`config.mk`:
```
export PLATFORM = sky130hd
export DESIGN_NAME = edge_pixel_packer_flat
export DESIGN_NICKNAME = d
export VERILOG_FILES = /design/src/rtl/edge_pixel_packer_pkg.sv /design/src/rtl/edge_pixel_packer_if.sv /design/src/rtl/edge_pixel_packer.sv /design/src/flat_wrapper.sv
export SDC_FILE = /design/constraint.sdc
export NUM_CORES = 1
export LEC_CHECK = 0
export ABC_AREA = 1
export BUFFER_PORTS_ARGS = -buffer_cell sky130_fd_sc_hd__buf_2
export CAP_MARGIN = 20
export CORE_MARGIN = 5
export CORE_UTILIZATION = 45
export DETAILED_ROUTE_END_ITERATION = 16
export PLACE_DENSITY = 0.67
export SYNTH_ARGS = -nofsm -noshare
export SYNTH_HDL_FRONTEND = slang
export SYNTH_SLANG_ARGS = --single-unit
export TNS_END_PERCENT = 1
```
`constraint.sdc`:
```
create_clock -name clk -period 1.85 [get_ports clk]
set_clock_uncertainty 0.05 [all_clocks]
set_input_delay 0.185 -clock clk [delete_from_list [all_inputs] [get_ports clk]]
set_output_delay 0.185 -clock clk [all_outputs]
set_load 0.01 [all_outputs]
```
`src/rtl/edge_pixel_packer_pkg.sv`:
```
// Shared types and helpers for the edge pixel packer.
// Optional binarization is enabled by defining EDGE_PACK_THRESH_EN.
package edge_pixel_packer_pkg;

    typedef enum logic {
        FILL  = 1'b0,
        WRITE = 1'b1
    } state_t;

    localparam int DEF_DATA_WIDTH   = 8;
    localparam int DEF_IMAGE_WIDTH  = 720;
    localparam int DEF_IMAGE_HEIGHT = 540;
    localparam int DEF_PACK_PIXELS  = 4;

    function automatic int pix_per_frame(input int width, input int height);
        return width * height;
    endfunction

    // Unsigned compare; caller replicates the flag across the lane.
    function automatic logic binarize(input logic [31:0] pix,
                                      input logic [31:0] thr);
        return pix >= thr;
    endfunction

endpackage

```
`src/rtl/edge_pixel_packer_if.sv`:
```
// FIFO-side handshake bundle of the edge pixel packer.
// master: packer side; slave: surrounding FIFOs / environment.
interface edge_pixel_packer_if #(
    parameter int DATA_WIDTH  = 8,
    parameter int PACK_PIXELS = 4
);
    logic                              in_empty;
    logic [DATA_WIDTH-1:0]             in_data;
    logic                              in_rd_en;
    logic                              out_full;
    logic                              out_wr_en;
    logic [PACK_PIXELS*DATA_WIDTH-1:0] out_data;
    logic                              out_last;

    modport master (
        input  in_empty,
        input  in_data,
        input  out_full,
        output in_rd_en,
        output out_wr_en,
        output out_data,
        output out_last
    );

    modport slave (
        output in_empty,
        output in_data,
        output out_full,
        input  in_rd_en,
        input  out_wr_en,
        input  out_data,
        input  out_last
    );
endinterface

```
`src/rtl/edge_pixel_packer.sv`:
```
// Packs edge pixels LSB-first into wide words, flushing a padded word at end of frame.
// Define EDGE_PACK_THRESH_EN to store binarized pixels instead of raw values.
module edge_pixel_packer
    import edge_pixel_packer_pkg::*;
#(
    parameter int DATA_WIDTH   = DEF_DATA_WIDTH,
    parameter int IMAGE_WIDTH  = DEF_IMAGE_WIDTH,
    parameter int IMAGE_HEIGHT = DEF_IMAGE_HEIGHT,
    parameter int PACK_PIXELS  = DEF_PACK_PIXELS
) (
    input  logic                  clk,
    input  logic                  rst,
    input  logic [DATA_WIDTH-1:0] threshold,
    edge_pixel_packer_if.master   bus,
    output logic                  frame_done,
    output logic [15:0]           frame_count
);

    localparam int PIX = pix_per_frame(IMAGE_WIDTH, IMAGE_HEIGHT);
    localparam int CW  = (PIX > 1) ? $clog2(PIX) : 1;
    localparam int LW  = $clog2(PACK_PIXELS);

    localparam logic [CW-1:0] LAST_PIX  = CW'(PIX - 1);
    localparam logic [LW-1:0] LAST_LANE = LW'(PACK_PIXELS - 1);

    state_t                                   state;
    logic [LW-1:0]                            lane_idx;
    logic [CW-1:0]                            pix_cnt;
    logic [PACK_PIXELS-1:0][DATA_WIDTH-1:0]   lanes;
    logic                                     eof;
    logic                                     pop;
    logic                                     push;
    logic [DATA_WIDTH-1:0]                    pix_val;

`ifdef EDGE_PACK_THRESH_EN
    assign pix_val = {DATA_WIDTH{binarize(32'(bus.in_data), 32'(threshold))}};
`else
    logic unused_threshold;
    assign unused_threshold = ^threshold;
    assign pix_val = bus.in_data;
`endif

    // Handshakes are masked in reset so nothing moves in the reset cycle.
    assign pop  = (state == FILL)  && !bus.in_empty && !rst;
    assign push = (state == WRITE) && !bus.out_full && !rst;

    assign bus.in_rd_en  = pop;
    assign bus.out_wr_en = push;
    assign bus.out_data  = lanes;
    assign bus.out_last  = (state == WRITE) && eof;

    always_ff @(posedge clk) begin
        if (rst) begin
            state       <= FILL;
            lane_idx    <= '0;
            pix_cnt     <= '0;
            lanes       <= '0;
            eof         <= 1'b0;
            frame_done  <= 1'b0;
            frame_count <= '0;
        end else begin
            frame_done <= 1'b0;
            unique case (state)
                FILL: begin
                    if (pop) begin
                        lanes[lane_idx] <= pix_val;
                        lane_idx        <= lane_idx + 1'b1;
                        if (pix_cnt == LAST_PIX) begin
                            eof   <= 1'b1;
                            state <= WRITE;
                        end else begin
                            pix_cnt <= pix_cnt + 1'b1;
                            if (lane_idx == LAST_LANE)
                                state <= WRITE;
                        end
                    end
                end
                WRITE: begin
                    if (push) begin
                        lanes    <= '0;
                        lane_idx <= '0;
                        eof      <= 1'b0;
                        state    <= FILL;
                        // Frame position restarts only once the last word leaves.
                        if (eof) begin
                            pix_cnt     <= '0;
                            frame_count <= frame_count + 1'b1;
                            frame_done  <= 1'b1;
                        end
                    end
                end
                default: state <= FILL;
            endcase
        end
    end

endmodule

```
`src/flat_wrapper.sv`:
```
// flat-port wrapper written by rule: the top's interface ports become plain ports
module edge_pixel_packer_flat import edge_pixel_packer_pkg::*;
#(
    parameter int DATA_WIDTH   = DEF_DATA_WIDTH,
    parameter int IMAGE_WIDTH  = DEF_IMAGE_WIDTH,
    parameter int IMAGE_HEIGHT = DEF_IMAGE_HEIGHT,
    parameter int PACK_PIXELS  = DEF_PACK_PIXELS
)
  (clk, rst, threshold, frame_done, frame_count, bus_in_empty, bus_in_data, bus_out_full, bus_in_rd_en, bus_out_wr_en, bus_out_data, bus_out_last);
  edge_pixel_packer_if #(.DATA_WIDTH(DATA_WIDTH), .PACK_PIXELS(PACK_PIXELS)) bus_i ();
  input  logic clk;
  input  logic rst;
  input  logic [DATA_WIDTH-1:0] threshold;
  output logic frame_done;
  output logic [15:0] frame_count;
  input wire logic [$bits(bus_i.in_empty)-1:0] bus_in_empty;
  input wire logic [$bits(bus_i.in_data)-1:0] bus_in_data;
  input wire logic [$bits(bus_i.out_full)-1:0] bus_out_full;
  output wire logic [$bits(bus_i.in_rd_en)-1:0] bus_in_rd_en;
  output wire logic [$bits(bus_i.out_wr_en)-1:0] bus_out_wr_en;
  output wire logic [$bits(bus_i.out_data)-1:0] bus_out_data;
  output wire logic [$bits(bus_i.out_last)-1:0] bus_out_last;
  assign bus_i.in_empty = bus_in_empty;
  assign bus_i.in_data = bus_in_data;
  assign bus_i.out_full = bus_out_full;
  assign bus_in_rd_en = bus_i.in_rd_en;
  assign bus_out_wr_en = bus_i.out_wr_en;
  assign bus_out_data = bus_i.out_data;
  assign bus_out_last = bus_i.out_last;
  edge_pixel_packer #(.DATA_WIDTH(DATA_WIDTH), .IMAGE_WIDTH(IMAGE_WIDTH), .IMAGE_HEIGHT(IMAGE_HEIGHT), .PACK_PIXELS(PACK_PIXELS)) u_core (.clk(clk), .rst(rst), .threshold(threshold), .bus(bus_i), .frame_done(frame_done), .frame_count(frame_count));
endmodule
```
==> impl_metrics.toml <==
[detailed_routing]
drtPass1Iterations = 7
drtIter0Drc = 193
drc = 0
drt-vias-per-instance = 4.91
vias = 3623
postRouteAntennaNets = 0
wl_um = 9130
wl_per_cell_um = 12.4

[yosys]
synthDistinctLibCells = 28
synth.net_count = 584
syn_inst = 558
synth_top_family_by_area = "simple AND/OR/NAND/NOR gates"
postSynthAreaPerCell_um2 = 6.53
ys_warn_count = 0
synth.area.mux_share_pct = 0
synth_fa_ha_area_share_pct = 2.06
seq_area_frac_synth_pct = 39.6
ys_ff_latch = 72
synthesis.area_um2 = 3640
synth_xor_area_share_pct = 1.20
synth-simple-area-share_pct = 37.0
synth_compound_area_share_pct = 11.2

[power_and_ir_drop]
cellPowerDensity_nw_per_um2 = 770
finalPower_w = 0.00338
leakage_nw = 1.89
peakVddDrop_uv = 412

[clocking]
tritoncts = "built"
path_clk_slew_ps = 80
postCtsHoldBufs = 0
clk_path_buf_depth = 2
clock_latency_ps = 340
clock-root-buffer = "clkbuf_8"
cts.sinks = 72
cts_made_buffers = 9
htree_levels = 3

[grt]
antenna_found_initial = 0
overflow = 0
grt_max_degree = 38
grt_pass1_vias = 3407
grt_usage_pct = 19.1
grt_pass1_wl_um = 15700

[sta]
fin_setup_tns_ps = 0
hold_viol = 0
final-setup-viol-count = 0
fin_crit_ps = 1670
worst_pin_slew_ps = 656
maxSlewHeadroom_pct = 56.0
finalMaxSlewViolations = 0
period_share_pct = 90.1
fmax_ghz = 0.600
rsz0062_at_grt = "no"

[setup_path]
crit_buf_inv = 2
crit_path_max_fanout = 11
startpoint_type = "flop"
critical_path_class = "reg -> reg"
critPathMostFrequentCell = "nand2_1"
endpoint_kind = "flop"
cp_cell_sequence = "ha_4 -> nand2_2 -> nor2_4 -> nand2_1 -> nor2_2 -> nand3_2 -> nand3_2 -> buf_12 -> nand2_2 -> nand2_1 -> nand2_1 -> inv_1"
required_ps = 2090
cp_top_family = "simple AND/OR/NAND/NOR gates"
arrival_ps = 1910
critPathSlowestCell = "dfxtp_2"
max_stage_delay_ps = 370

[run]
drv_cap = 0

[die]
initial_core_util_pct = 46.7
dieArea_um2 = 10000
core_area_um2 = 7810
fp.dieH_um = 100
die_w_um = 100
design.portCount = 72
core.rowCount = 32

[cells_and_area]
antenna_cells = 0
layout_commonest_cell = "nand2_1"
final_cell_mix = "185 x nand2_1, 70 x dfxtp_1, 63 x buf_2"
design_area_um2 = 4390
drive_gt1_share_pct = 19.0
layout.nets = 657
area_growth_pct = 20.5
nFillCells = 787

[placed_design]
place_congestion = 0.910
io_buffers = 63
placed_area_um2 = 4110
dp_hpwl_um = 6810

[worst_hold_path]
hold_class = "in -> reg"

[run_status]
status = "complete, no violations"
-- routing by layer --
layer / GRT usage (%) / part of all wire (%)
met5: 0 / 0
met4: 4.56 / 1.1
met3: 4.17 / 6.2
met2: 31.7 / 46
met1: 25.4 / 47
-- timing repair --
action	in CTS	in global routing
endpoints found under the setup margin	0	20
setup buffers	0	1
resized for setup	0	8
-- final cells by class --
class / instances / area, µm² / area share [%]
multi-input combinational: 407 / 1900 / 43.2
sequential: 72 / 1440 / 32.9
timing repair buffer: 78 / 444 / 10.1
inverter: 63 / 236 / 5.38
clock buffer: 10 / 128 / 2.91
tap: 102 / 128 / 2.91
clock inverter: 6 / 116 / 2.65
-- worst register-to-register path: cells and delay by family (launching register included) --
family                     cells  cell delay, ps
and+or+nand+nor                9             860
buffers and inverters          2             180
DFF                            1             370
adders and majority gates      1             160
-- stage by stage --
step | setup slack (ps) | hold WS (ps) | cells | util (%)
final | 183 | 76.3 | 738 | 56.3
after detailed placement | 81.1 | 402 | 721 | 52.7
after global placement | 118 | 394 | 721 | 52.7
after global routing | 15.6 | 63.9 | 738 | 56.3
after CTS | 56.5 | 63.8 | 737 | 55.8
after floorplan | 318 | 284 | 558 | -
-- power by group --
part	internal [W]	switching (W)	leakage (nW)
logic	0.0000898	0.000157	1.18
clock network	0.000906	0.000617	0.121
registers	0.00158	0.0000275	0.584
total	0.00258	0.000802	1.89
-- registers in the layout (all words and copies together) (netlist names) --
register	flops
u_core.eof	1
u_core.state	1
u_core.frame_count	16
u_core.lane_idx	2
u_core.bus.out_data	32
u_core.frame_done	1
u_core.pix_cnt	19
-- synthesized netlist by cell type --
master    instances  area [µm²]
o21ai_2           1        8.76
clkbuf_1          8        30.0
xor2_1            3        26.3
nor2_4            4        45.0
o21ai_0          11        55.1
inv_1            59         221
nor2_1           64         240
buf_2             2        10.0
nand3_1          35         175
buf_4             2        15.0
xnor2_1           2        17.5
a21oi_1          60         300
ha_1              6        75.1
o21bai_1          1        7.51
inv_2             4        15.0
nand2_1         185         694
dfxtp_1          72        1440
nand3_2           2        20.0
nand2_2           5        31.3
nor2_2            4        25.0
buf_6             3        33.8
a211oi_1          2        15.0
nand2_4           1        11.3
nor3_1           10        50.1
o21ai_1           4        20.0
nand4_1           6        37.5
buf_1             1        3.75
nand3_4           1        17.5
-- kinds of logic (layout without fill, tap and decap cells) --
logic type / after synthesis / after routing
AOI/OAI and AO/OA: 79 / 79
adders and majority gates: 6 / 6
and+or+nand+nor: 317 / 317
DFF: 72 / 72
buffers and inverters: 79 / 157
xor gates and xnor gates: 5 / 5
-- worst paths after layout --
kind | cells after the start | startpoint | endpoint | slack, ps
max reg2reg | 12 | u_core.pix_cnt[1] | u_core.pix_cnt[12] | 180
max | 12 | u_core.pix_cnt[1] | u_core.pix_cnt[12] | 180
min reg2reg | 2 | u_core.bus.out_data[28] | u_core.bus.out_data[28] | 410
min | 3 | bus_in_data[7] | u_core.bus.out_data[23] | 80
No activity file was read; power rests on OpenSTA's default activity.
